`src/rtl/alu4_arbiter_if.sv`:
```
// rtl/alu4_arbiter_if.sv - bus bundle between two requesters, the shared ALU and the response consumer
//
// Purpose: groups every handshake/data signal of alu4_arbiter so the block
// connects through one interface port.
// Modports:
//   slave  - arbiter side: takes requests and ALU results, drives grants,
//            ALU operands, the tagged response, busy and op_count
//   master - environment side: requesters, ALU and response consumer
interface alu4_arbiter_if #(
  parameter int CNT_W = 8
) ();
  // requester 0
  logic             req0_valid;
  logic             req0_ready;
  logic [2:0]       req0_op;
  logic [3:0]       req0_a;
  logic [3:0]       req0_b;
  // requester 1
  logic             req1_valid;
  logic             req1_ready;
  logic [2:0]       req1_op;
  logic [3:0]       req1_a;
  logic [3:0]       req1_b;
  // shared ALU
  logic [2:0]       alu_op;
  logic [3:0]       alu_a;
  logic [3:0]       alu_b;
  logic [3:0]       alu_result;
  logic             alu_c;
  logic             alu_n;
  logic             alu_z;
  logic             alu_v;
  // tagged response
  logic             rsp_valid;
  logic             rsp_ready;
  logic             rsp_id;
  logic [3:0]       rsp_result;
  logic             rsp_c;
  logic             rsp_n;
  logic             rsp_z;
  logic             rsp_v;
  // status
  logic             busy;
  logic [CNT_W-1:0] op_count;

  modport slave (
    input  req0_valid, req0_op, req0_a, req0_b,
    output req0_ready,
    input  req1_valid, req1_op, req1_a, req1_b,
    output req1_ready,
    output alu_op, alu_a, alu_b,
    input  alu_result, alu_c, alu_n, alu_z, alu_v,
    output rsp_valid, rsp_id, rsp_result, rsp_c, rsp_n, rsp_z, rsp_v,
    input  rsp_ready,
    output busy, op_count
  );

  modport master (
    output req0_valid, req0_op, req0_a, req0_b,
    input  req0_ready,
    output req1_valid, req1_op, req1_a, req1_b,
    input  req1_ready,
    input  alu_op, alu_a, alu_b,
    output alu_result, alu_c, alu_n, alu_z, alu_v,
    input  rsp_valid, rsp_id, rsp_result, rsp_c, rsp_n, rsp_z, rsp_v,
    output rsp_ready,
    input  busy, op_count
  );
endinterface

```
`src/rtl/alu4_arbiter.sv`:
```
// rtl/alu4_arbiter.sv - round-robin sharing of one 4-bit ALU between two requesters
//
// Purpose: grants one of two requesters in IDLE, registers its op/operands
// into the shared ALU, captures result and flags after one EXEC cycle and
// presents them on a tagged valid/ready response channel.
// Ports:
//   clk     - system clock, rising edge
//   reset_n - asynchronous active-low reset
//   bus     - alu4_arbiter_if.slave: req0/req1 handshakes, ALU operands and
//             results, rsp channel, busy, op_count
module alu4_arbiter #(
  parameter bit RR_INIT = 1'b0,
  parameter int CNT_W   = 8
) (
  input  logic          clk,
  input  logic          reset_n,
  alu4_arbiter_if.slave bus
);

  typedef enum logic [1:0] {
    S_IDLE = 2'd0,
    S_EXEC = 2'd1,
    S_RESP = 2'd2
  } state_t;

  state_t           r_state;
  state_t           w_state_nxt;
  logic             r_ptr;
  logic             r_id;
  logic [2:0]       r_alu_op;
  logic [3:0]       r_alu_a;
  logic [3:0]       r_alu_b;
  logic             r_rsp_id;
  logic [3:0]       r_rsp_result;
  logic             r_rsp_c;
  logic             r_rsp_n;
  logic             r_rsp_z;
  logic             r_rsp_v;
  logic [CNT_W-1:0] r_op_count;
  logic             w_take;
  logic             w_grant_id;
  logic             w_done;

  always_ff @(posedge clk or negedge reset_n) begin
    if (!reset_n) begin
      r_state <= S_IDLE;
    end else begin
      r_state <= w_state_nxt;
    end
  end

  // Contention resolves by the pointer; a lone requester is granted directly
  // without consulting it, so unused priority is never lost.
  always_comb begin
    w_state_nxt = r_state;
    w_take      = 1'b0;
    w_grant_id  = 1'b0;
    w_done      = 1'b0;
    case (r_state)
      S_IDLE: begin
        if (bus.req0_valid || bus.req1_valid) begin
          w_take      = 1'b1;
          w_grant_id  = (bus.req0_valid && bus.req1_valid) ? r_ptr : bus.req1_valid;
          w_state_nxt = S_EXEC;
        end
      end
      S_EXEC: begin
        w_state_nxt = S_RESP;
      end
      S_RESP: begin
        if (bus.rsp_ready) begin
          w_done      = 1'b1;
          w_state_nxt = S_IDLE;
        end
      end
      default: begin
        w_state_nxt = S_IDLE;
      end
    endcase
  end

  always_ff @(posedge clk or negedge reset_n) begin
    if (!reset_n) begin
      r_ptr        <= RR_INIT;
      r_id         <= 1'b0;
      r_alu_op     <= 3'b000;
      r_alu_a      <= 4'h0;
      r_alu_b      <= 4'h0;
      r_rsp_id     <= 1'b0;
      r_rsp_result <= 4'h0;
      r_rsp_c      <= 1'b0;
      r_rsp_n      <= 1'b0;
      r_rsp_z      <= 1'b0;
      r_rsp_v      <= 1'b0;
      r_op_count   <= '0;
    end else begin
      if (w_take) begin
        r_alu_op <= w_grant_id ? bus.req1_op : bus.req0_op;
        r_alu_a  <= w_grant_id ? bus.req1_a  : bus.req0_a;
        r_alu_b  <= w_grant_id ? bus.req1_b  : bus.req0_b;
        r_id     <= w_grant_id;
        r_ptr    <= ~w_grant_id;
      end
      // ALU is combinational on the registered operands, so its outputs
      // are settled by the end of the single EXEC cycle.
      if (r_state == S_EXEC) begin
        r_rsp_id     <= r_id;
        r_rsp_result <= bus.alu_result;
        r_rsp_c      <= bus.alu_c;
        r_rsp_n      <= bus.alu_n;
        r_rsp_z      <= bus.alu_z;
        r_rsp_v      <= bus.alu_v;
      end
      if (w_done) begin
        r_op_count <= r_op_count + 1'b1;
      end
    end
  end

  assign bus.req0_ready = w_take & ~w_grant_id;
  assign bus.req1_ready = w_take &  w_grant_id;
  assign bus.alu_op     = r_alu_op;
  assign bus.alu_a      = r_alu_a;
  assign bus.alu_b      = r_alu_b;
  assign bus.rsp_valid  = (r_state == S_RESP);
  assign bus.rsp_id     = r_rsp_id;
  assign bus.rsp_result = r_rsp_result;
  assign bus.rsp_c      = r_rsp_c;
  assign bus.rsp_n      = r_rsp_n;
  assign bus.rsp_z      = r_rsp_z;
  assign bus.rsp_v      = r_rsp_v;
  assign bus.busy       = (r_state != S_IDLE);
  assign bus.op_count   = r_op_count;

endmodule

```
`src/flat_wrapper.sv`:
```
// flat-port wrapper written by rule: the top's interface ports become plain ports
module alu4_arbiter_flat 
#(
  parameter bit RR_INIT = 1'b0,
  parameter int CNT_W   = 8
)
  (clk, reset_n, bus_req0_valid, bus_req0_op, bus_req0_a, bus_req0_b, bus_req0_ready, bus_req1_valid, bus_req1_op, bus_req1_a, bus_req1_b, bus_req1_ready, bus_alu_op, bus_alu_a, bus_alu_b, bus_alu_result, bus_alu_c, bus_alu_n, bus_alu_z, bus_alu_v, bus_rsp_valid, bus_rsp_id, bus_rsp_result, bus_rsp_c, bus_rsp_n, bus_rsp_z, bus_rsp_v, bus_rsp_ready, bus_busy, bus_op_count);
  alu4_arbiter_if #(.CNT_W(CNT_W)) bus_i ();
  input  logic clk;
  input  logic reset_n;
  input wire logic [$bits(bus_i.req0_valid)-1:0] bus_req0_valid;
  input wire logic [$bits(bus_i.req0_op)-1:0] bus_req0_op;
  input wire logic [$bits(bus_i.req0_a)-1:0] bus_req0_a;
  input wire logic [$bits(bus_i.req0_b)-1:0] bus_req0_b;
  output wire logic [$bits(bus_i.req0_ready)-1:0] bus_req0_ready;
  input wire logic [$bits(bus_i.req1_valid)-1:0] bus_req1_valid;
  input wire logic [$bits(bus_i.req1_op)-1:0] bus_req1_op;
  input wire logic [$bits(bus_i.req1_a)-1:0] bus_req1_a;
  input wire logic [$bits(bus_i.req1_b)-1:0] bus_req1_b;
  output wire logic [$bits(bus_i.req1_ready)-1:0] bus_req1_ready;
  output wire logic [$bits(bus_i.alu_op)-1:0] bus_alu_op;
  output wire logic [$bits(bus_i.alu_a)-1:0] bus_alu_a;
  output wire logic [$bits(bus_i.alu_b)-1:0] bus_alu_b;
  input wire logic [$bits(bus_i.alu_result)-1:0] bus_alu_result;
  input wire logic [$bits(bus_i.alu_c)-1:0] bus_alu_c;
  input wire logic [$bits(bus_i.alu_n)-1:0] bus_alu_n;
  input wire logic [$bits(bus_i.alu_z)-1:0] bus_alu_z;
  input wire logic [$bits(bus_i.alu_v)-1:0] bus_alu_v;
  output wire logic [$bits(bus_i.rsp_valid)-1:0] bus_rsp_valid;
  output wire logic [$bits(bus_i.rsp_id)-1:0] bus_rsp_id;
  output wire logic [$bits(bus_i.rsp_result)-1:0] bus_rsp_result;
  output wire logic [$bits(bus_i.rsp_c)-1:0] bus_rsp_c;
  output wire logic [$bits(bus_i.rsp_n)-1:0] bus_rsp_n;
  output wire logic [$bits(bus_i.rsp_z)-1:0] bus_rsp_z;
  output wire logic [$bits(bus_i.rsp_v)-1:0] bus_rsp_v;
  input wire logic [$bits(bus_i.rsp_ready)-1:0] bus_rsp_ready;
  output wire logic [$bits(bus_i.busy)-1:0] bus_busy;
  output wire logic [$bits(bus_i.op_count)-1:0] bus_op_count;
  assign bus_i.req0_valid = bus_req0_valid;
  assign bus_i.req0_op = bus_req0_op;
  assign bus_i.req0_a = bus_req0_a;
  assign bus_i.req0_b = bus_req0_b;
  assign bus_req0_ready = bus_i.req0_ready;
  assign bus_i.req1_valid = bus_req1_valid;
  assign bus_i.req1_op = bus_req1_op;
  assign bus_i.req1_a = bus_req1_a;
  assign bus_i.req1_b = bus_req1_b;
  assign bus_req1_ready = bus_i.req1_ready;
  assign bus_alu_op = bus_i.alu_op;
  assign bus_alu_a = bus_i.alu_a;
  assign bus_alu_b = bus_i.alu_b;
  assign bus_i.alu_result = bus_alu_result;
  assign bus_i.alu_c = bus_alu_c;
  assign bus_i.alu_n = bus_alu_n;
  assign bus_i.alu_z = bus_alu_z;
  assign bus_i.alu_v = bus_alu_v;
  assign bus_rsp_valid = bus_i.rsp_valid;
  assign bus_rsp_id = bus_i.rsp_id;
  assign bus_rsp_result = bus_i.rsp_result;
  assign bus_rsp_c = bus_i.rsp_c;
  assign bus_rsp_n = bus_i.rsp_n;
  assign bus_rsp_z = bus_i.rsp_z;
  assign bus_rsp_v = bus_i.rsp_v;
  assign bus_i.rsp_ready = bus_rsp_ready;
  assign bus_busy = bus_i.busy;
  assign bus_op_count = bus_i.op_count;
  alu4_arbiter #(.RR_INIT(RR_INIT), .CNT_W(CNT_W)) u_core (.clk(clk), .reset_n(reset_n), .bus(bus_i));
endmodule
```
`config.mk`:
```
export PLATFORM = sky130hd
export DESIGN_NAME = alu4_arbiter_flat
export DESIGN_NICKNAME = d
export VERILOG_FILES = /design/src/rtl/alu4_arbiter_if.sv /design/src/rtl/alu4_arbiter.sv /design/src/flat_wrapper.sv
export SDC_FILE = /design/constraint.sdc
export NUM_CORES = 1
export LEC_CHECK = 0
export BUFFER_PORTS_ARGS = -buffer_cell sky130_fd_sc_hd__buf_2
export CORE_UTILIZATION = 47
export CTS_BUF_LIST = sky130_fd_sc_hd__clkbuf_4
export DETAILED_ROUTE_END_ITERATION = 10
export PLACE_DENSITY_LB_ADDON = 0.15
export SYNTH_ARGS = -nofsm -noshare
export SYNTH_HDL_FRONTEND = slang
export SYNTH_SLANG_ARGS = --single-unit
```
`constraint.sdc`:
```
create_clock -name clk -period 1.5 [get_ports clk]
set_input_delay 0.15 -clock clk [delete_from_list [all_inputs] [get_ports clk]]
set_output_delay 0.15 -clock clk [all_outputs]
set_load 0.02 [all_outputs]
```
==> results of run 1 <==
-- cell families after synthesis --
group	count (synthesis)
buf+inv	9
fa+ha+maj	1
compound gates	25
xor+xnor	7
simple gates	19
flops	32
mux	10
-- cells in the mapped netlist --
cell,n
buf_2,4
or2_1,1
nor2_2,1
nand3_1,2
buf_6,1
o21ai_0,1
xnor2_1,6
a21boi_0,2
nand2_1,3
a21boi_1,9
and4_1,1
ha_1,1
inv_1,3
a221o_1,11
a21o_1,2
xor2_1,1
and3_1,3
mux2_1,1
nand2b_1,3
nand4_1,3
and3b_1,1
and3_4,1
mux2_2,9
buf_4,1
dfrtp_1,32
-- power by group through the flow --
| stage | Sequential [mW] | Combinational, mW | Clock (mW) |
|---|---|---|---|
| floorplan | 1.89 | 0.879 | 0 |
| global placement | 1.49 | 1.79 | 0 |
| detailed placement | 1.51 | 1.84 | 0 |
| CTS | 1.49 | 2.00 | 0.476 |
| global route | 1.55 | 2.18 | 0.513 |
| finish | 1.49 | 2.03 | 0.459 |
-- registers in the layout, summed over array words and instances, names as in the netlist, 2 cells and up --
name,cells
u_core.bus.op_count,8
u_core.bus.alu_a,4
u_core.bus.alu_b,4
u_core.bus.rsp_result,4
u_core.bus.alu_op,3
u_core.r_state,2
-- what timing repair did --
action | in CTS | in global routing
endpoints found under the setup margin | 2 | 2
hold endpoints to repair | 32 | 0
buffers inserted | 6 | 1
pin swaps | 2 | 1
hold buffers | 1 | 0
resized for setup | 3 | 4
-- metrics by stage --
stage / cell area (µm²) / TNS [ns] / power, mW / worst slack (ns)
after floorplan: 1369 / 0 / 2.772 / 0.2212
after global placement: 1707 / 0 / 3.278 / 0.1467
after detailed placement: 1707 / 0 / 3.348 / 0.1015
after CTS: 1821 / 0 / 3.965 / 0.007063
after global routing: 1841 / -0.02926 / 4.247 / -0.02926
final: 1841 / 0 / 3.981 / 0.03800
-- how the worst min path moves through the flow --
stage | slack, ns | start | endpoint | cells past startpoint
5_1_grt | 0.02 | bus_req0_a[3] | u_core.bus.alu_a[3]$_DFFE_PN0P_ | 2
2_1_floorplan | -0.15 | reset_n | u_core.bus.alu_a[0]$_DFFE_PN0P_ | 0
3_5_place_dp | 0.23 | reset_n | u_core.bus.op_count[3]$_DFFE_PN0P_ | 1
3_3_place_gp | 0.22 | reset_n | u_core.bus.op_count[5]$_DFFE_PN0P_ | 1
6_report | 0.03 | bus_rsp_ready | u_core.r_state[1]$_DFFE_PN0P_ | 2
4_1_cts | 0.02 | bus_rsp_ready | u_core.r_state[1]$_DFFE_PN0P_ | 2
-- cell type report --
cell class,count,area [µm²]
Clock buffer,6,45.04
Clock inverter,1,5.005
Fill cell,216,917.1
Inverter,3,11.26
Multi-Input combinational cell,62,523.0
Sequential cell,32,800.8
Tap cell,31,38.79
Timing Repair Buffer,75,416.7
-- per-layer routing --
metal  wire [µm]  up-vias
met5           0        -
met4          48        0
met3         169        7
met1        1173      536
met2        1465       43
li1            -      529
==> results.cfg, run 1 <==
[run_status]
status = completed

[finish]
final_common_cell = buf_2
antennaDiodeCount = 0
final_nets = 215
fin_util_pct = 66.74
final_cell_mix = 64 x buf_2, 32 x dfrtp_1, 11 x a221o_1
final_cells = 210
drive_gt1_share_pct = 51.96
areaGrowthSynthToFinish_pct = 34.46

[logic_synthesis]
yosys-top-cells-area = dfrtp_1 59%, a221o_1 8.0%, mux2_2 7.4%
synthXorXnorAreaFrac_pct = 4.479
synth_area_um2 = 1369
muxShareOfSynthArea_pct = 8.227
synth_compound_area_share_pct = 15.54
synthesis.instances = 103
synth-warning-count = 0
syn_area_per_cell_um2 = 13.29
synth_seq_cells = 32
synthSimpleGateAreaFrac_pct = 8.684
synth.distinct_cells = 25
synth_top_family_by_area = compound AO/OA/AOI/OAI gates
ys_seq_area_share_pct = 58.50
synth_adder_area_share_pct = 0.9141
yosysTopAreaCell = dfrtp_1
syn_nets = 139
synth_top_area_share_pct = 58.50

[power]
powerDensity_nw_per_um2 = 2163
intPower_mw = 2.391
swShare_pct = 39.94
leakage_nw = 0.9732
power_frac_seq_pct = 37.4
peakVddDrop_v = 0.001537
clockPowerShare_pct = 11.5
comb_power_share_pct = 51.1
netSwitchingPower_mw = 1.590

[setup_path]
reg2reg_from = u_core.r_state[1]$_DFFE_PN0P_
path_depth = 4
regToRegSetupSlack_ns = 0.11
crit_fanout = 4
critPathLaunch = u_core.r_state[1]$_DFFE_PN0P_
crit_type = reg -> out
cpMostUsedCell = buf_6
cp_slowest_cell = dfrtp_1
cp-end-kind = output port
crit_family = flip-flops
crit_required_ns = 1.35
rr_endpoint = u_core.bus.alu_b[1]$_DFFE_PN0P_
crit_path_max_incr_delay_ns = 0.42
crit_path_cell_trace = nor2_2 > buf_6 > and3_4 > buf_6
reg2reg_depth = 5
endpoint = bus_req0_ready
start_kind = register
worst_ep_arrival_time_ns = 1.31
cp_num_buf_inv = 2

[cts]
cts_root_buffer = clkbuf_4
clock_path_buffers = 2
clk_pin_slew_ns = 0.09
cts_tree = built
cts_made_buffers = 5
cts_max_level = 2
clkLatencyLatePin_ns = 0.33
numClockSinks = 32

[global_routing]
antenna_found_initial = 0
overflow = 0
grt_util_met2_pct = 34.18
grt_pass1_wl_mm = 4.878
grt_max_degree = 33
grt_pass1_vias = 1106
grtUsageTotal_pct = 20.67
gr-usage-met1_pct = 24.61
grt_util_met3_pct = 6.047
top_usage_layer = met2

[route]
routed_wl_mm = 2.857
ant_nets = 0
vias = 1115
wl_per_cell_um = 13.60
viasPerCell = 5.310
drt_pass1_iterations = 4
drc = 0
drt_iter0_markers = 12

[die]
dieArea_um2 = 3132
die_x_um = 55.97
boundaryPins = 67
die_h_um = 55.97
placeableCoreArea_um2 = 2758
start_util_pct = 49.64
num_rows = 19

[placement]
place.gp.congestion = 0.7358
place_inst = 195
hpwl_mm = 1.974
portBuffers = 66

[sta]
grt_setup_unrepaired = yes
finalSetupViolations = 0
fmax_ghz = 0.6840
worst_pin_slew_ns = 0.6875
drv_slew = 0
fin_skew_ns = 0.008218
slew_headroom_pct = 54.17
finalCritPeriodShare_pct = 97.47
hold_viol = 0
hold_slack_ns = 0.02877
fin_crit_ns = 1.462

[min_path]
hold_path.class = in -> reg

[job]
max_cap_violations = 0
Power figures use the tool's default switching activity.
==> inputs of run 2 (changes only) <==
--- a/config.mk
+++ b/config.mk
@@ -5,11 +5,13 @@
 export SDC_FILE = /design/constraint.sdc
 export NUM_CORES = 1
 export LEC_CHECK = 0
+export ABC_AREA = 1
 export BUFFER_PORTS_ARGS = -buffer_cell sky130_fd_sc_hd__buf_2
-export CORE_UTILIZATION = 47
+export CORE_UTILIZATION = 49
 export CTS_BUF_LIST = sky130_fd_sc_hd__clkbuf_4
 export DETAILED_ROUTE_END_ITERATION = 10
-export PLACE_DENSITY_LB_ADDON = 0.15
+export GPL_TIMING_DRIVEN = 0
+export PLACE_DENSITY = 0.9
 export SYNTH_ARGS = -nofsm -noshare
 export SYNTH_HDL_FRONTEND = slang
 export SYNTH_SLANG_ARGS = --single-unit
==> run 2 against run 1 <==
  * The run now ends with DRC left
  * Register-to-register slack barely moved
  * Global-route usage grew 1.9 points
  * Routed wire length increased by 18%
  * Count of clock-buffer cells in the layout down 1
  * Clock power rose by 43%
  * Critical path type unchanged
  * Largest power group unchanged
==> results.cfg, run 2 <==
[run_status]
status = finished, violations left
violations = DRC

[global_routing]
grtUsageTotal_pct = 22.54
overflow = 0
antenna_found_initial = 0
grt_pass1_wl_mm = 5.664
grt_pass1_vias = 1326
grt_max_degree = 33

[cts]
cts_made_buffers = 5
clock_path_buffers = 2
cts_max_level = 2
cts_tree = built
numClockSinks = 32
clk_pin_slew_ns = 0.11
cts_root_buffer = clkbuf_4
clkLatencyLatePin_ns = 0.33

[logic_synthesis]
syn_area_per_cell_um2 = 9.771
async_reset_ff_share_pct = 100.0
synth.most_common_cell = nand2_1
synth_seq_cells = 32
synth-warning-count = 0
synth_commonest_cells = 51 x nand2_1, 32 x dfrtp_1, 24 x nand3_1
synth_top_area_share_pct = 52.20
synth_ff_type = dfrtp_1
synthesis.instances = 157
yosys-top-cells-area = dfrtp_1 52%, nand2_1 12%, nand3_1 7.8%
synth_edf_count = 0
synth_area_um2 = 1534
yosysTopAreaCell = dfrtp_1
synth.distinct_cells = 23
syn_nets = 193
ys_seq_area_share_pct = 52.20

[die]
die_x_um = 57.95
placeableCoreArea_um2 = 2853
dieArea_um2 = 3358
boundaryPins = 67
die_h_um = 57.95
start_util_pct = 53.77
num_rows = 19

[finish]
areaGrowthSynthToFinish_pct = 35.81
finalInstanceArea_um2 = 2083
antennaDiodeCount = 0
final_common_cell = buf_2
final_cells = 271
final_cell_mix = 64 x buf_2, 50 x nand2_1, 31 x dfrtp_1
largest_register_ffs = 8
final_nets = 275
drive_gt1_share_pct = 47.50

[sta]
worst_pin_slew_ns = 0.6740
fin_crit_ns = 1.474
fmax_ghz = 0.6784
slew_headroom_pct = 55.07
finalSetupViolations = 0
grt_setup_unrepaired = yes
drv_slew = 0
hold_viol = 0
fin_skew_ns = 0.01269
finalCritPeriodShare_pct = 98.28
hold_slack_ns = 0.03120

[route]
wl_per_cell_um = 12.39
drt_pass1_iterations = 7
routed_wl_mm = 3.358
ant_nets = 0
vias = 1339
drt_iter0_markers = 34
drc = 4
viasPerCell = 4.941

[placement]
portBuffers = 66
place_area_um2 = 1903
hpwl_mm = 2.334
place.gp.congestion = 0.8127
place_inst = 254

[setup_path]
crit_path_max_incr_delay_ns = 0.44
cp_slowest_cell = dfrtp_2
crit_fanout = 3
crit_family = flip-flops
crit_type = reg -> out
start_kind = register
worst_ep_arrival_time_ns = 1.32
crit_required_ns = 1.35
crit_path_cell_trace = nor2_4 > o21ai_4 > inv_4 > nand2_4 > inv_2 > buf_6
cp_num_buf_inv = 3
cp-end-kind = output port

[power]
powerDensity_nw_per_um2 = 2217
leakage_nw = 1.170
peakVddDrop_v = 0.0009958

[job]
max_cap_violations = 0

[min_path]
hold_path.class = in -> reg
run 2: final timing paths:
| check | startpoint | to | slack, ns | depth (start not counted) |
|---|---|---|---|---|
| setup reg to reg | u_core.r_state[0]$_DFFE_PN0P_ | u_core.bus.alu_op[1]$_DFFE_PN0P_ | 0.11 | 8 |
| setup / recovery | u_core.r_state[0]$_DFFE_PN0P_ | bus_req0_ready | 0.03 | 6 |
| max in group asynchronous | reset_n | u_core.r_state[0]$_DFFE_PN0P_ | 0.66 | 2 |
| min in group asynchronous | reset_n | u_core.bus.alu_a[0]$_DFFE_PN0P_ | 0.37 | 2 |
| hold / removal | bus_req1_b[2] | u_core.bus.alu_b[2]$_DFFE_PN0P_ | 0.03 | 3 |
| hold reg to reg | u_core.bus.rsp_id$_DFFE_PN0N_ | u_core.bus.rsp_id$_DFFE_PN0N_ | 0.50 | 2 |
run 2: worst reg2reg max path, cell delays in order, from the launching register on:
cell and delay [ns]:
dfrtp_2 0.44, nor2_4 0.18, o21ai_4 0.10, inv_4 0.07, buf_4 0.09, buf_4 0.13, buf_6 0.15, nand3_1 0.08
nand3_1 0.08
run 2: power breakdown:
group          internal, mW  switching [mW]  total (mW)  leakage (nW)
Clock                 0.347           0.308       0.656        0.0412
Combinational          1.04            1.42        2.45         0.739
Sequential             1.26           0.248        1.51         0.390
run 2: routing by layer:
layer,wire (µm),global-route usage (%),share of wire [%],vias up
met5,0,0,0,-
met4,56,12.59,1.7,0
met3,148,4.241,4.4,5
met2,1674,37.11,50,40
met1,1479,27.94,44,634
li1,-,-,-,660
run 2: cells by family (layout without fill, tap and decap cells):
kind of cell               after synthesis  count (layout)  share of synthesized area [%]
AOI/OAI and AO/OA                        5               5                          2.366
xor gates and xnor gates                 4               4                          2.774
adders and majority gates                1               1                         0.8155
buffers and inverters                   20             103                          7.014
DFF                                     32              32                          52.20
muxes                                    8               8                          7.586
and+or+nand+nor                         87              87                          27.24
run 2: area by class of cell:
type	count	area, µm²
Sequential cell	32	802.0
Fill cell	202	769.5
Multi-Input combinational cell	105	645.6
Timing Repair Buffer	77	427.9
Inverter	15	58.81
Clock inverter	3	42.54
Tap cell	31	38.79
Clock buffer	5	37.54
Buffer	3	30.03
run 2: stage by stage:
step           total power [mW]  setup slack, ns  TNS (ns)  utilization [%]
3_3_place_gp              3.696           0.2455         0            66.71
2_1_floorplan             3.088           0.3086         0                -
5_1_grt                   4.923         -0.05397   -0.1058            73.03
3_5_place_dp              3.753           0.2501         0            66.71
6_report                  4.619          0.02585         0            73.03
4_1_cts                   4.588         0.002556         0            72.68
run 2: what timing repair did:
| item | CTS | global route |
|---|---|---|
| hold buffers | 1 | 0 |
| pin swaps | 3 | 2 |
| gates cloned | 0 | 0 |
| endpoints found under the hold margin | 32 | 0 |
| endpoints found under the setup margin | 2 | 10 |
| resized for setup | 6 | 4 |
| setup buffers | 8 | 2 |
==> inputs of run 3 (changes only) <==
--- a/config.mk
+++ b/config.mk
@@ -6,7 +6,7 @@
 export NUM_CORES = 1
 export LEC_CHECK = 0
 export ABC_AREA = 1
-export BUFFER_PORTS_ARGS = -buffer_cell sky130_fd_sc_hd__buf_2
+export BUFFER_PORTS_ARGS = -buffer_cell sky130_fd_sc_hd__buf_4
 export CORE_UTILIZATION = 49
 export CTS_BUF_LIST = sky130_fd_sc_hd__clkbuf_4
 export DETAILED_ROUTE_END_ITERATION = 10
==> run 3 against run 2 <==
  * The run still ends with DRC left
  * Die area stayed put
  * Critical path depth unchanged
  * Non-clock buffer count up 2
  * Sequential share of layout area is 2.6 points lower
  * Sequential power about the same
  * Final cell count is 0.37% higher
  * Worst hold slack better by 0.011 ns
  * First-iteration DRC count grew 50%
  * Utilization rose by 5.2 points
  * Via count up 1.9%
  * Global-route usage grew 1.0 points
==> results.cfg, run 3 (synthesized netlist as in run 2, its figures left out) <==
[run_status]
status = finished, violations left
violations = DRC

[sta]
fin_skew_ns = 0.006603
grt_setup_unrepaired = yes
worst_pin_slew_ns = 0.3921
setup_ws_ns = 0.02506
drv_slew = 0
fmax_ghz = 0.6780
hold_slack_ns = 0.04189
finalSetupViolations = 0
slew_headroom_pct = 73.86
fin_crit_ns = 1.475
finalCritPeriodShare_pct = 98.33
hold_viol = 0

[route]
drt_iter0_markers = 51
wl_per_cell_um = 13.85
ant_nets = 0
vias = 1365
routed_wl_mm = 3.768
drt_pass1_iterations = 7
viasPerCell = 5.018
drc = 4

[global_routing]
grt_pass1_wl_mm = 5.796
grt_max_degree = 33
grt_pass1_vias = 1294
grtUsageTotal_pct = 23.55
overflow = 0
antenna_found_initial = 0

[cts]
numClockSinks = 32
clkLatencyLatePin_ns = 0.32
cts_max_level = 2
clk_pin_slew_ns = 0.09
clock_path_buffers = 2
cts_tree = built
cts_root_buffer = clkbuf_4
cts_made_buffers = 5

[setup_path]
crit_required_ns = 1.35
crit_type = reg -> out
worst_ep_arrival_time_ns = 1.32
reg2reg_depth = 7
reg2reg_from = u_core.r_state[0]$_DFFE_PN0P_
cp-end-kind = output port
crit_fanout = 3
start_kind = register
regToRegSetupSlack_ns = 0.06
rr_endpoint = u_core.bus.alu_op[1]$_DFFE_PN0P_

[finish]
finalInstanceArea_um2 = 2232
largest_register_ffs = 8
drive_gt1_share_pct = 47.30
areaGrowthSynthToFinish_pct = 45.51
final_cell_mix = 76 x buf_4, 50 x nand2_1, 31 x dfrtp_1
fillers = 202
multi_input_area_um2 = 650.6
fin_util_pct = 78.25
final_common_cell = buf_4
register_area_um2 = 802.0
final_nets = 277
antennaDiodeCount = 0

[placement]
portBuffers = 66
place.gp.congestion = 0.8157
pre_cts_ws_ns = 0.2232
hpwl_mm = 2.505
place_area_um2 = 2068

[die]
boundaryPins = 67
placeableCoreArea_um2 = 2853
die_x_um = 57.95
die_h_um = 57.95
start_util_pct = 53.77
dieArea_um2 = 3358
num_rows = 19

[min_path]
min-delay-start = bus_rsp_ready
hold_path_depth = 2
min_to = u_core.r_state[1]$_DFFE_PN0P_
hold_path.class = in -> reg

[power]
peakVddDrop_v = 0.001076
powerDensity_nw_per_um2 = 2118
leakage_nw = 1.218

[job]
max_cap_violations = 0
[run 3: changes by cell type in the layout (fill, tap and decap cells not counted), sizes merged]
cell and change:
buf +2, bufinv -1, clkinv +1, clkinvlp -1
[run 3: layout make-up]
type / instances / area share (%)
clock buffers: 5 / 1.682
well taps: 31 / 1.738
multi-input cells: 105 / 29.15
clock inverters: 2 / 0.3363
inverters: 15 / 2.635
repair buffers: 78 / 26.68
flip-flops and latches: 32 / 35.93
plain buffers: 4 / 1.850
[run 3: power by group]
group / internal (mW) / switching, mW
Clock: 0.163 / 0.269
Sequential: 1.26 / 0.272
Combinational: 1.29 / 1.47
Total: 2.72 / 2.01
[run 3: worst max-delay path, stage by stage, from the launching register on]
cell     delay [ns]
dfrtp_2        0.43
nor2_4         0.18
o21ai_4        0.10
inv_4          0.08
nand2_4        0.05
inv_2          0.05
buf_6          0.11
[run 3: how the worst max path moves through the flow]
stage	depth (start not counted)	startpoint	to
5_1_grt	6	u_core.r_state[0]$_DFFE_PN0P_	bus_req0_ready
3_5_place_dp	5	u_core.r_state[0]$_DFFE_PN0P_	u_core.bus.alu_a[1]$_DFFE_PN0P_
2_1_floorplan	6	u_core.r_state[0]$_DFFE_PN0P_	u_core.bus.op_count[5]$_DFFE_PN0P_
4_1_cts	5	u_core.r_state[1]$_DFFE_PN0P_	bus_req0_ready
3_3_place_gp	5	u_core.r_state[0]$_DFFE_PN0P_	bus_req1_ready
6_report	6	u_core.r_state[0]$_DFFE_PN0P_	bus_req0_ready
[run 3: per-layer routing]
metal	track usage, %	up-vias	part of all wire [%]
li1	-	662	-
met1	30.07	651	43
met2	37.77	45	50
met3	4.911	7	5.1
met4	12.59	0	2.1
met5	0	-	0
[run 3: what timing repair did]
action	in CTS	in global routing
setup buffers	8	3
pin swaps	2	2
endpoints found under the hold margin	32	0
hold buffers	1	0
endpoints found under the setup margin	2	2
resized for setup	4	6
[run 3: per-stage QoR]
stage | std cells | setup TNS [ns] | power, mW
2_1_floorplan | 157 | 0 | 3.088
3_3_place_gp | 254 | 0 | 3.961
3_5_place_dp | 254 | 0 | 4.033
4_1_cts | 270 | 0 | 4.628
5_1_grt | 272 | -0.03606 | 5.022
6_report | 272 | 0 | 4.727
